`config.mk`:
```
export PLATFORM = sky130hd
export DESIGN_NAME = sc_fibonacci_seq_flat
export DESIGN_NICKNAME = d
export VERILOG_FILES = /design/src/rtl/sc_fibonacci_seq_if.sv /design/src/rtl/sc_fibonacci_seq.sv /design/src/flat_wrapper.sv
export SDC_FILE = /design/constraint.sdc
export NUM_CORES = 1
export LEC_CHECK = 0
export ABC_CLOCK_PERIOD_IN_PS = 2100
export CORE_MARGIN = 3
export CORE_UTILIZATION = 45
export DETAILED_ROUTE_END_ITERATION = 16
export HOLD_SLACK_MARGIN = 0.02
export PLACE_DENSITY_LB_ADDON = 0.15
export SYNTH_ARGS = -nofsm -noshare
export SYNTH_HDL_FRONTEND = slang
export SYNTH_SLANG_ARGS = --single-unit
```
`constraint.sdc`:
```
create_clock -name SC_FibSeq_CLOCK_50 -period 2.1 [get_ports SC_FibSeq_CLOCK_50]
set_input_delay 0.42 -clock SC_FibSeq_CLOCK_50 [delete_from_list [all_inputs] [get_ports SC_FibSeq_CLOCK_50]]
set_output_delay 0.42 -clock SC_FibSeq_CLOCK_50 [all_outputs]
set_load 0.005 [all_outputs]
```
`src/rtl/sc_fibonacci_seq_if.sv`:
```
// Bundle of control, seed and result signals between the seed registers,
// the Fibonacci sequence generator and its downstream display/compare stages.
interface sc_fibonacci_seq_if #(
  parameter int unsigned DATAWIDTH_BUS  = 8,
  parameter int unsigned INDEXWIDTH_BUS = 8
);
  logic                      SC_FibSeq_start_In;
  logic [DATAWIDTH_BUS-1:0]  SC_FibSeq_seedA_InBUS;
  logic [DATAWIDTH_BUS-1:0]  SC_FibSeq_seedB_InBUS;
  logic [INDEXWIDTH_BUS-1:0] SC_FibSeq_limit_InBUS;
  logic [DATAWIDTH_BUS-1:0]  SC_FibSeq_data_OutBUS;
  logic [INDEXWIDTH_BUS-1:0] SC_FibSeq_index_OutBUS;
  logic                      SC_FibSeq_valid_Out;
  logic                      SC_FibSeq_busy_Out;
  logic                      SC_FibSeq_done_Out;
  logic                      SC_FibSeq_overflow_Out;

  // Requester side: drives start, seeds and limit, observes the sequence.
  modport master (
    output SC_FibSeq_start_In, SC_FibSeq_seedA_InBUS, SC_FibSeq_seedB_InBUS,
           SC_FibSeq_limit_InBUS,
    input  SC_FibSeq_data_OutBUS, SC_FibSeq_index_OutBUS, SC_FibSeq_valid_Out,
           SC_FibSeq_busy_Out, SC_FibSeq_done_Out, SC_FibSeq_overflow_Out
  );

  // Generator side.
  modport slave (
    input  SC_FibSeq_start_In, SC_FibSeq_seedA_InBUS, SC_FibSeq_seedB_InBUS,
           SC_FibSeq_limit_InBUS,
    output SC_FibSeq_data_OutBUS, SC_FibSeq_index_OutBUS, SC_FibSeq_valid_Out,
           SC_FibSeq_busy_Out, SC_FibSeq_done_Out, SC_FibSeq_overflow_Out
  );
endinterface

```
`src/rtl/sc_fibonacci_seq.sv`:
```
// Fibonacci sequence generator: loads two seeds, emits one term per clock up
// to a latched term count, and stops early when the next term would wrap.
module sc_fibonacci_seq #(
  parameter int unsigned DATAWIDTH_BUS  = 8,
  parameter int unsigned INDEXWIDTH_BUS = 8
) (
  input logic               SC_FibSeq_CLOCK_50,
  input logic               SC_FibSeq_RESET_InHigh,
  sc_fibonacci_seq_if.slave fibIf
);

  typedef enum logic [1:0] {StIdle, StLoad, StRun, StDone} stateT;

  stateT                     stateQ, stateD;
  logic [DATAWIDTH_BUS-1:0]  aQ, aD, bQ, bD;
  // Tags mark a value that has wrapped; a wrapped A is never emitted.
  logic                      taQ, taD, tbQ, tbD;
  logic [INDEXWIDTH_BUS-1:0] idxQ, idxD, limQ, limD, limM1;
  logic [DATAWIDTH_BUS-1:0]  dataQ, dataD;
  logic [INDEXWIDTH_BUS-1:0] indexQ, indexD;
  logic                      validQ, validD, doneQ, doneD, ovfQ, ovfD;
  logic [DATAWIDTH_BUS:0]    sum;

  assign limM1 = limQ - INDEXWIDTH_BUS'(1);

  // Next-state, datapath and registered-output next values.
  always_comb begin
    stateD = stateQ;
    aD     = aQ;
    bD     = bQ;
    taD    = taQ;
    tbD    = tbQ;
    idxD   = idxQ;
    limD   = limQ;
    dataD  = dataQ;
    indexD = indexQ;
    validD = 1'b0;
    doneD  = doneQ;
    ovfD   = ovfQ;
    sum    = {1'b0, aQ} + {1'b0, bQ};
    unique case (stateQ)
      StIdle: begin
        if (fibIf.SC_FibSeq_start_In) stateD = StLoad;
      end
      StLoad: begin
        aD   = fibIf.SC_FibSeq_seedA_InBUS;
        bD   = fibIf.SC_FibSeq_seedB_InBUS;
        taD  = 1'b0;
        tbD  = 1'b0;
        idxD = '0;
        limD = fibIf.SC_FibSeq_limit_InBUS;
        ovfD = 1'b0;
        if (fibIf.SC_FibSeq_limit_InBUS == '0) begin
          stateD = StDone;
          doneD  = 1'b1;
        end else begin
          stateD = StRun;
          doneD  = 1'b0;
        end
      end
      StRun: begin
        if (taQ) begin
          stateD = StDone;
          doneD  = 1'b1;
          ovfD   = 1'b1;
        end else begin
          dataD  = aQ;
          indexD = idxQ;
          validD = 1'b1;
          aD     = bQ;
          taD    = tbQ;
          bD     = sum[DATAWIDTH_BUS-1:0];
          tbD    = sum[DATAWIDTH_BUS] | taQ | tbQ;
          idxD   = idxQ + INDEXWIDTH_BUS'(1);
          if (idxQ == limM1) begin
            stateD = StDone;
            doneD  = 1'b1;
          end
        end
      end
      StDone: begin
        if (fibIf.SC_FibSeq_start_In) stateD = StLoad;
      end
      default: stateD = StIdle;
    endcase
  end

  // State and datapath registers with synchronous active-high reset.
  always_ff @(posedge SC_FibSeq_CLOCK_50) begin
    if (SC_FibSeq_RESET_InHigh) begin
      stateQ <= StIdle;
      aQ     <= '0;
      bQ     <= '0;
      taQ    <= 1'b0;
      tbQ    <= 1'b0;
      idxQ   <= '0;
      limQ   <= '0;
      dataQ  <= '0;
      indexQ <= '0;
      validQ <= 1'b0;
      doneQ  <= 1'b0;
      ovfQ   <= 1'b0;
    end else begin
      stateQ <= stateD;
      aQ     <= aD;
      bQ     <= bD;
      taQ    <= taD;
      tbQ    <= tbD;
      idxQ   <= idxD;
      limQ   <= limD;
      dataQ  <= dataD;
      indexQ <= indexD;
      validQ <= validD;
      doneQ  <= doneD;
      ovfQ   <= ovfD;
    end
  end

  assign fibIf.SC_FibSeq_data_OutBUS  = dataQ;
  assign fibIf.SC_FibSeq_index_OutBUS = indexQ;
  assign fibIf.SC_FibSeq_valid_Out    = validQ;
  assign fibIf.SC_FibSeq_done_Out     = doneQ;
  assign fibIf.SC_FibSeq_overflow_Out = ovfQ;
  assign fibIf.SC_FibSeq_busy_Out     = (stateQ == StLoad) || (stateQ == StRun);

endmodule

```
`src/flat_wrapper.sv`:
```
// flat-port wrapper written by rule: the top's interface ports become plain ports
module sc_fibonacci_seq_flat 
#(
  parameter int unsigned DATAWIDTH_BUS  = 8,
  parameter int unsigned INDEXWIDTH_BUS = 8
)
  (SC_FibSeq_CLOCK_50, SC_FibSeq_RESET_InHigh, fibIf_SC_FibSeq_start_In, fibIf_SC_FibSeq_seedA_InBUS, fibIf_SC_FibSeq_seedB_InBUS, fibIf_SC_FibSeq_limit_InBUS, fibIf_SC_FibSeq_data_OutBUS, fibIf_SC_FibSeq_index_OutBUS, fibIf_SC_FibSeq_valid_Out, fibIf_SC_FibSeq_busy_Out, fibIf_SC_FibSeq_done_Out, fibIf_SC_FibSeq_overflow_Out);
  sc_fibonacci_seq_if #(.DATAWIDTH_BUS(DATAWIDTH_BUS), .INDEXWIDTH_BUS(INDEXWIDTH_BUS)) fibIf_i ();
  input logic SC_FibSeq_CLOCK_50;
  input logic SC_FibSeq_RESET_InHigh;
  input wire logic [$bits(fibIf_i.SC_FibSeq_start_In)-1:0] fibIf_SC_FibSeq_start_In;
  input wire logic [$bits(fibIf_i.SC_FibSeq_seedA_InBUS)-1:0] fibIf_SC_FibSeq_seedA_InBUS;
  input wire logic [$bits(fibIf_i.SC_FibSeq_seedB_InBUS)-1:0] fibIf_SC_FibSeq_seedB_InBUS;
  input wire logic [$bits(fibIf_i.SC_FibSeq_limit_InBUS)-1:0] fibIf_SC_FibSeq_limit_InBUS;
  output wire logic [$bits(fibIf_i.SC_FibSeq_data_OutBUS)-1:0] fibIf_SC_FibSeq_data_OutBUS;
  output wire logic [$bits(fibIf_i.SC_FibSeq_index_OutBUS)-1:0] fibIf_SC_FibSeq_index_OutBUS;
  output wire logic [$bits(fibIf_i.SC_FibSeq_valid_Out)-1:0] fibIf_SC_FibSeq_valid_Out;
  output wire logic [$bits(fibIf_i.SC_FibSeq_busy_Out)-1:0] fibIf_SC_FibSeq_busy_Out;
  output wire logic [$bits(fibIf_i.SC_FibSeq_done_Out)-1:0] fibIf_SC_FibSeq_done_Out;
  output wire logic [$bits(fibIf_i.SC_FibSeq_overflow_Out)-1:0] fibIf_SC_FibSeq_overflow_Out;
  assign fibIf_i.SC_FibSeq_start_In = fibIf_SC_FibSeq_start_In;
  assign fibIf_i.SC_FibSeq_seedA_InBUS = fibIf_SC_FibSeq_seedA_InBUS;
  assign fibIf_i.SC_FibSeq_seedB_InBUS = fibIf_SC_FibSeq_seedB_InBUS;
  assign fibIf_i.SC_FibSeq_limit_InBUS = fibIf_SC_FibSeq_limit_InBUS;
  assign fibIf_SC_FibSeq_data_OutBUS = fibIf_i.SC_FibSeq_data_OutBUS;
  assign fibIf_SC_FibSeq_index_OutBUS = fibIf_i.SC_FibSeq_index_OutBUS;
  assign fibIf_SC_FibSeq_valid_Out = fibIf_i.SC_FibSeq_valid_Out;
  assign fibIf_SC_FibSeq_busy_Out = fibIf_i.SC_FibSeq_busy_Out;
  assign fibIf_SC_FibSeq_done_Out = fibIf_i.SC_FibSeq_done_Out;
  assign fibIf_SC_FibSeq_overflow_Out = fibIf_i.SC_FibSeq_overflow_Out;
  sc_fibonacci_seq #(.DATAWIDTH_BUS(DATAWIDTH_BUS), .INDEXWIDTH_BUS(INDEXWIDTH_BUS)) u_core (.SC_FibSeq_CLOCK_50(SC_FibSeq_CLOCK_50), .SC_FibSeq_RESET_InHigh(SC_FibSeq_RESET_InHigh), .fibIf(fibIf_i));
endmodule
```
==> qor.csv, run 1 <==
metric;value;unit
fmax;503;MHz
slowest_delay;0.49;ns
r2r_cells;8;
io_pins;47;
avgSynthCellArea;8.60;um^2
async_reset_ff_share;0;%
synth_area;0.00284;mm^2
clkPwrFrac;14.4;%
cts_tree;yes;
first_iter_violations;106;
critPathMaxFanout;5;
grt_pass1_wl;10900;um
hp-class;flop to flop;
dpl_worst_slack;0.0661;ns
nets;415;
synthMostInstantiatedCell;dfxtp_1;
min_path_cells;2;
die_x;85.4;um
placed_cells;441;
core-area;0.00603;mm^2
drive_gt1_share;9.87;%
drtPass1Iterations;4;
clk_latency;0.31;ns
antennaDiodeCount;0;
critPathBufInv;3;
synth_xor_area_share;5.60;%
ys_warn_count;0;
dieArea;0.00729;mm^2
rows;28;
ant_nets;0;
vdd_ir_drop_max;0.635;mV
seq_power_share;37.3;%
grt_max_degree;30;
grt_pass1_vias;2323;
synth_compound_area_share;17.0;%
grt_util_all_layers;18.2;%
synth-seq-cells;55;
synth-edff-count;0;
worstPathCellList;inv_1, ha_4, inv_2, clkdlybuf4s50_1;
synthTopCellsByArea;dfxtp_1, mux2i_1, ha_1;
slew_headroom;63.2;%
powerDensity;1170;mW/mm^2
critPathTopFamily;buffers and inverters;
wire_per_inst;13.9;um
power_switching;1.67;mW
seq_area;0.00111;mm^2
slowest_stage;clkdlybuf4s50_1;
synth_cells;330;
clockBufferDepth;2;
htreeDepth;2;
cap_violations;0;
arrival;1.57;ns
drc_errors;0;
combPwrFrac;48.4;%
grt_overflow;0;
worst_slew_pin_slew;0.552;ns
hold_ws;0.459;ns
start_util;47.1;%
muxShareOfSynthArea;8.51;%
cp.depth;4;
fillers;551;
leakage;1.33;nW
reg2reg_slack;0.15;ns
cts_buffers;5;
internal_power;2.47;mW
hold_viol;0;
worstSetupPathType;flop to output port;
layout.cells.non_filler;450;
min_from;u_core.fibIf.SC_FibSeq_index_OutBUS[7]$_SDFFE_PP0P_;
dr_total_vias;2387;
rsz0062_at_grt;no;
hold_end;u_core.fibIf.SC_FibSeq_index_OutBUS[7]$_SDFFE_PP0P_;
gp_congestion;0.775;
vias_per_cell;5.30;
synth-main-ff-cell;dfxtp_1;
finalPower;4.13;mW
sw_frac_of_total;40.3;%
final_max_slew_viol_count;0;
hold_buffers;0;
clkTransAtPathRegs;0.10;ns
synthSimpleGateAreaFrac;19.2;%
wirelength;6280;um
synth-seq-area-share;38.8;%
r2r-end;u_core.tbQ$_SDFFE_PP0P_;
syn_nets;371;
cts.sink_count;55;
status;complete, no violations;
synth.distinct_cells;48;
skew;0.00306;ns
io_buffers;46;
reg2reg_from;u_core.bQ[0]$_SDFFE_PP0P_;
yosys.area.top_type;dfxtp_1;
finalSetupViolations;0;
synth_adder_area_share;6.44;%
syn_to_final_growth;24.2;%
required;1.68;ns
critPathLaunchType;flop;
period_needed;1.99;ns
place_hpwl;4550;um
setup_tns;0;ns
ys_top_cells_by_count;dfxtp_1, nand2_1, nor2_1, a21oi_1, mux2i_1;
die_y;85.4;um
worst_slack;0.111;ns
antenna_found_initial;0;
finalCritPeriodShare;94.7;%
cts_root_buf;clkbuf_8;
synth_top_family_by_area;simple AND/OR/NAND/NOR gates;
multi_input_area;0.00164;mm^2
synth.top_cell.area_share;38.8;%
crit_path_end_kind;output port;
## worst reg2reg max path: stages, from the launching register on
cell,delay [ns]
dfxtp_1,0.34
ha_1,0.23
fa_2,0.36
a21o_1,0.18
a21oi_2,0.15
o21bai_1,0.07
a21o_1,0.20
a211oi_1,0.23
nor3_1,0.07
## registers in the layout, summed over array words and instances (netlist names)
| signal | count |
|---|---|
| u_core.fibIf.SC_FibSeq_valid_Out | 1 |
| u_core.bQ | 8 |
| u_core.taQ | 1 |
| u_core.tbQ | 1 |
| u_core.aQ | 8 |
| u_core.fibIf.SC_FibSeq_done_Out | 1 |
| u_core.fibIf.SC_FibSeq_data_OutBUS | 8 |
| u_core.idxQ | 8 |
| u_core.limQ | 8 |
| u_core.stateQ | 2 |
| u_core.fibIf.SC_FibSeq_overflow_Out | 1 |
| u_core.fibIf.SC_FibSeq_index_OutBUS | 8 |
## what timing repair did
| item | in CTS | in global routing |
|---|---|---|
| cloned | 0 | 0 |
| endpoints found under the setup margin | 1 | 5 |
| pin swaps | 0 | 2 |
| resized for setup | 3 | 7 |
| setup buffers | 0 | 1 |
## through the flow
step	cell area, um^2	utilization [%]
2_1_floorplan	2840	-
3_3_place_gp	3400	56.4
3_5_place_dp	3400	56.4
4_1_cts	3490	57.9
5_1_grt	3520	58.5
6_report	3520	58.5
## kinds of logic after synthesis
logic type	after synthesis
buf+inv	31
mux	24
fa+ha+maj	14
compound gates	73
flops	55
simple gates	117
xor+xnor	16
## routing by layer
layer / GRT usage [%] / vias up / wire (um) / share of wire [%]
met5: 0 / - / 0 / 0
met3: 2.91 / 7 / 258 / 4.1
li1: - / 1235 / - / -
met1: 24.9 / 1100 / 3000 / 48
met2: 29.4 / 45 / 2950 / 47
met4: 5.61 / 0 / 70 / 1.1
## placed cells by master, fill, tap and decap left out, types with 8 or more instances in the layout
cell	Yosys	final
buf_4	0	12
a211oi_1	16	15
inv_1	9	8
a21oi_1	29	28
xor2_1	9	9
nor2_1	38	38
nand2_1	43	43
clkdlybuf4s50_1	0	45
dfxtp_1	55	52
mux2i_1	23	23
ha_1	13	11
nor3_1	8	8
## power by group through the flow
stage	Combinational [mW]	Sequential [mW]	Clock [mW]
2_1_floorplan	1.47	1.48	0
3_3_place_gp	1.92	1.54	0
3_5_place_dp	1.95	1.55	0
4_1_cts	1.96	1.53	0.604
5_1_grt	2.26	1.58	0.649
6_report	2.00	1.54	0.594
## worst max path at each step
stage               slack [ns]                            end                          start
floorplan                 0.16        u_core.tbQ$_SDFFE_PP0P_      u_core.bQ[0]$_SDFFE_PP0P_
detailed placement        0.07        u_core.tbQ$_SDFFE_PP0P_      u_core.bQ[0]$_SDFFE_PP0P_
global placement          0.11        u_core.tbQ$_SDFFE_PP0P_      u_core.bQ[0]$_SDFFE_PP0P_
CTS                       0.02       fibIf_SC_FibSeq_busy_Out  u_core.stateQ[0]$_SDFFE_PP0P_
global route              0.01  u_core.stateQ[0]$_SDFFE_PP0P_    u_core.limQ[2]$_SDFFE_PP0P_
finish                    0.11       fibIf_SC_FibSeq_busy_Out  u_core.stateQ[0]$_SDFFE_PP0P_
## cell type report
class	instances	share of cell area, %
Timing Repair Buffer	59	16.1
Clock inverter	2	0.355
Clock buffer	6	2.06
Inverter	9	0.959
Tap cell	75	2.66
Sequential cell	55	31.4
Multi-Input combinational cell	244	46.5
Power figures use the tool's default switching activity.
==> run 2: changes to the inputs <==
--- a/config.mk
+++ b/config.mk
@@ -9,6 +9,7 @@
 export CORE_MARGIN = 3
 export CORE_UTILIZATION = 45
 export DETAILED_ROUTE_END_ITERATION = 16
+export GPL_TIMING_DRIVEN = 0
 export HOLD_SLACK_MARGIN = 0.02
 export PLACE_DENSITY_LB_ADDON = 0.15
 export SYNTH_ARGS = -nofsm -noshare
==> run 2 against run 1 <==
Final cell count is 1.8% higher; register-to-register slack worse by 0.06 ns; clock skew is 0.0041 ns higher; utilization is 0.083 points lower; largest power group unchanged.
==> qor.csv, run 2 (synthesized netlist as in run 1, its figures left out) <==
metric;value;unit;change
worstSetupPathType;flop to flop;;
cap_violations;0;;unchanged
multi_input_area;0.00164;mm^2;about the same
cts.sink_count;55;;unchanged
rows;28;;unchanged
layout.cells.non_filler;458;;+1.8%
io_buffers;45;;-2.2%
powerDensity;1190;mW/mm^2;+1.6%
placed_cells;450;;+2.0%
drc_errors;0;;unchanged
leakage;1.32;nW;-1.1%
antennaDiodeCount;0;;unchanged
dr_total_vias;2460;;+3.1%
setup_tns;0;ns;unchanged
grt_pass1_wl;11200;um;+3.1%
start_util;47.1;%;unchanged
clkTransAtPathRegs;0.11;ns;about the same
wire_per_inst;14.9;um;+7.0%
slew_headroom;54.8;%;-8.4 points
io_pins;47;;unchanged
cts_buffers;5;;unchanged
nets;423;;+1.9%
hold_viol;0;;unchanged
hp-class;flop to flop;;
required;2.29;ns;+0.61 ns
hold_buffers;0;;unchanged
dieArea;0.00729;mm^2;unchanged
antenna_found_initial;0;;unchanged
drtPass1Iterations;4;;unchanged
grt_max_degree;20;;-33%
htreeDepth;2;;unchanged
cts_root_buf;clkbuf_8;;
finalSetupViolations;0;;unchanged
skew;0.00715;ns;+0.00410 ns
grt_util_all_layers;19.2;%;+0.98 points
worst_slew_pin_slew;0.678;ns;+0.126 ns
arrival;2.19;ns;+0.62 ns
place_hpwl;5010;um;+10%
layout_commonest_cell;dfxtp_1;;
status;complete, no violations;;
finalCritPeriodShare;95.6;%;+0.87 points
final_max_slew_viol_count;0;;unchanged
grt_overflow;0;;unchanged
drive_gt1_share;7.57;%;-2.3 points
die_y;85.4;um;unchanged
grt_pass1_vias;2299;;-1.0%
ant_nets;0;;unchanged
fin_area;0.00352;mm^2;-0.14%
first_iter_violations;131;;+24%
crit_path_end_kind;flop;;
critPathLaunchType;flop;;
mostFrequentLayoutCells;dfxtp_1, clkdlybuf4s50_1, nand2_1;;
fillers;589;;+6.9%
seq_area;0.00111;mm^2;-0.11%
critPathMaxFanout;3;;-2
core-area;0.00603;mm^2;unchanged
dpl_cell_area;0.00338;mm^2;-0.48%
vias_per_cell;5.37;;+1.3%
wirelength;6840;um;+8.9%
die_x;85.4;um;unchanged
gp_congestion;0.836;;+7.9%
cts_tree;yes;;
clockBufferDepth;2;;unchanged
clk_latency;0.32;ns;about the same
fmax;498;MHz;-0.92%
vdd_ir_drop_max;0.547;mV;-14%
period_needed;2.01;ns;+0.0184 ns
syn_to_final_growth;24.0;%;
==> run 2: cell types whose count changed in the layout (fill, tap and decap cells not counted), sizes merged <==
| cell | previous run | this run |
|---|---|---|
| inv | 9 | 11 |
| clkinv | 1 | 0 |
| buf | 14 | 6 |
| clkbuf | 6 | 21 |
==> run 2: final cells by class <==
| type | instances | area share [%] |
|---|---|---|
| plain buffers | 21 | 2.60 |
| clock buffers | 5 | 1.96 |
| clock inverters | 3 | 0.782 |
| inverters | 9 | 0.960 |
| multi-input cells | 244 | 46.6 |
| flip-flops and latches | 55 | 31.4 |
| well taps | 75 | 2.67 |
| repair buffers | 46 | 13.0 |
==> run 2: timing repair <==
action / CTS / global route
endpoints found under the hold margin: 0 / 0
buffers inserted: 0 / 1
pin swaps: 0 / 2
gates resized for setup: 7 / 6
endpoints found under the setup margin: 13 / 15
==> run 2: worst paths after layout <==
check / start / endpoint / slack (ns) / depth (start not counted)
worst max register to register: u_core.aQ[0]$_SDFFE_PP0P_ / u_core.tbQ$_SDFFE_PP0P_ / 0.09 / 8
worst min register to register: u_core.fibIf.SC_FibSeq_index_OutBUS[7]$_SDFFE_PP0P_ / u_core.fibIf.SC_FibSeq_index_OutBUS[7]$_SDFFE_PP0P_ / 0.46 / 2
worst max-delay path: u_core.aQ[0]$_SDFFE_PP0P_ / u_core.tbQ$_SDFFE_PP0P_ / 0.09 / 8
worst min-delay path: u_core.fibIf.SC_FibSeq_index_OutBUS[7]$_SDFFE_PP0P_ / u_core.fibIf.SC_FibSeq_index_OutBUS[7]$_SDFFE_PP0P_ / 0.46 / 2
==> run 2: routing by layer <==
metal / share of wire [%] / GRT usage, % / vias to the layer above
li1: - / - / 1258
met1: 49 / 26.5 / 1150
met2: 47 / 31.1 / 47
met3: 3.3 / 3.50 / 5
met4: 0.80 / 4.60 / 0
met5: 0 / 0 / -
==> run 2: where the power goes <==
part / internal [mW] / switching [mW] / total (mW)
clock network: 0.248 / 0.390 / 0.638
logic: 0.900 / 1.13 / 2.03
registers: 1.29 / 0.240 / 1.53
==> run 2: worst max-delay path: stages (launching register included) <==
cell,delay (ns)
dfxtp_1,0.37
ha_1,0.22
fa_2,0.36
a21o_1,0.17
a21oi_2,0.17
o21bai_1,0.08
a21o_1,0.22
a211oi_2,0.22
nor3_1,0.07
==> run 2: metrics by stage <==
step	hold WS, ns	utilization (%)	setup WS (ns)	power (mW)
CTS	0.466	58.1	0.0577	4.19
finish	0.463	58.4	0.0922	4.19
global placement	0.443	56.1	-0.128	3.45
floorplan	0.449	-	0.160	2.95
global route	0.487	58.4	-0.0115	4.53
detailed placement	0.450	56.1	-0.147	3.49
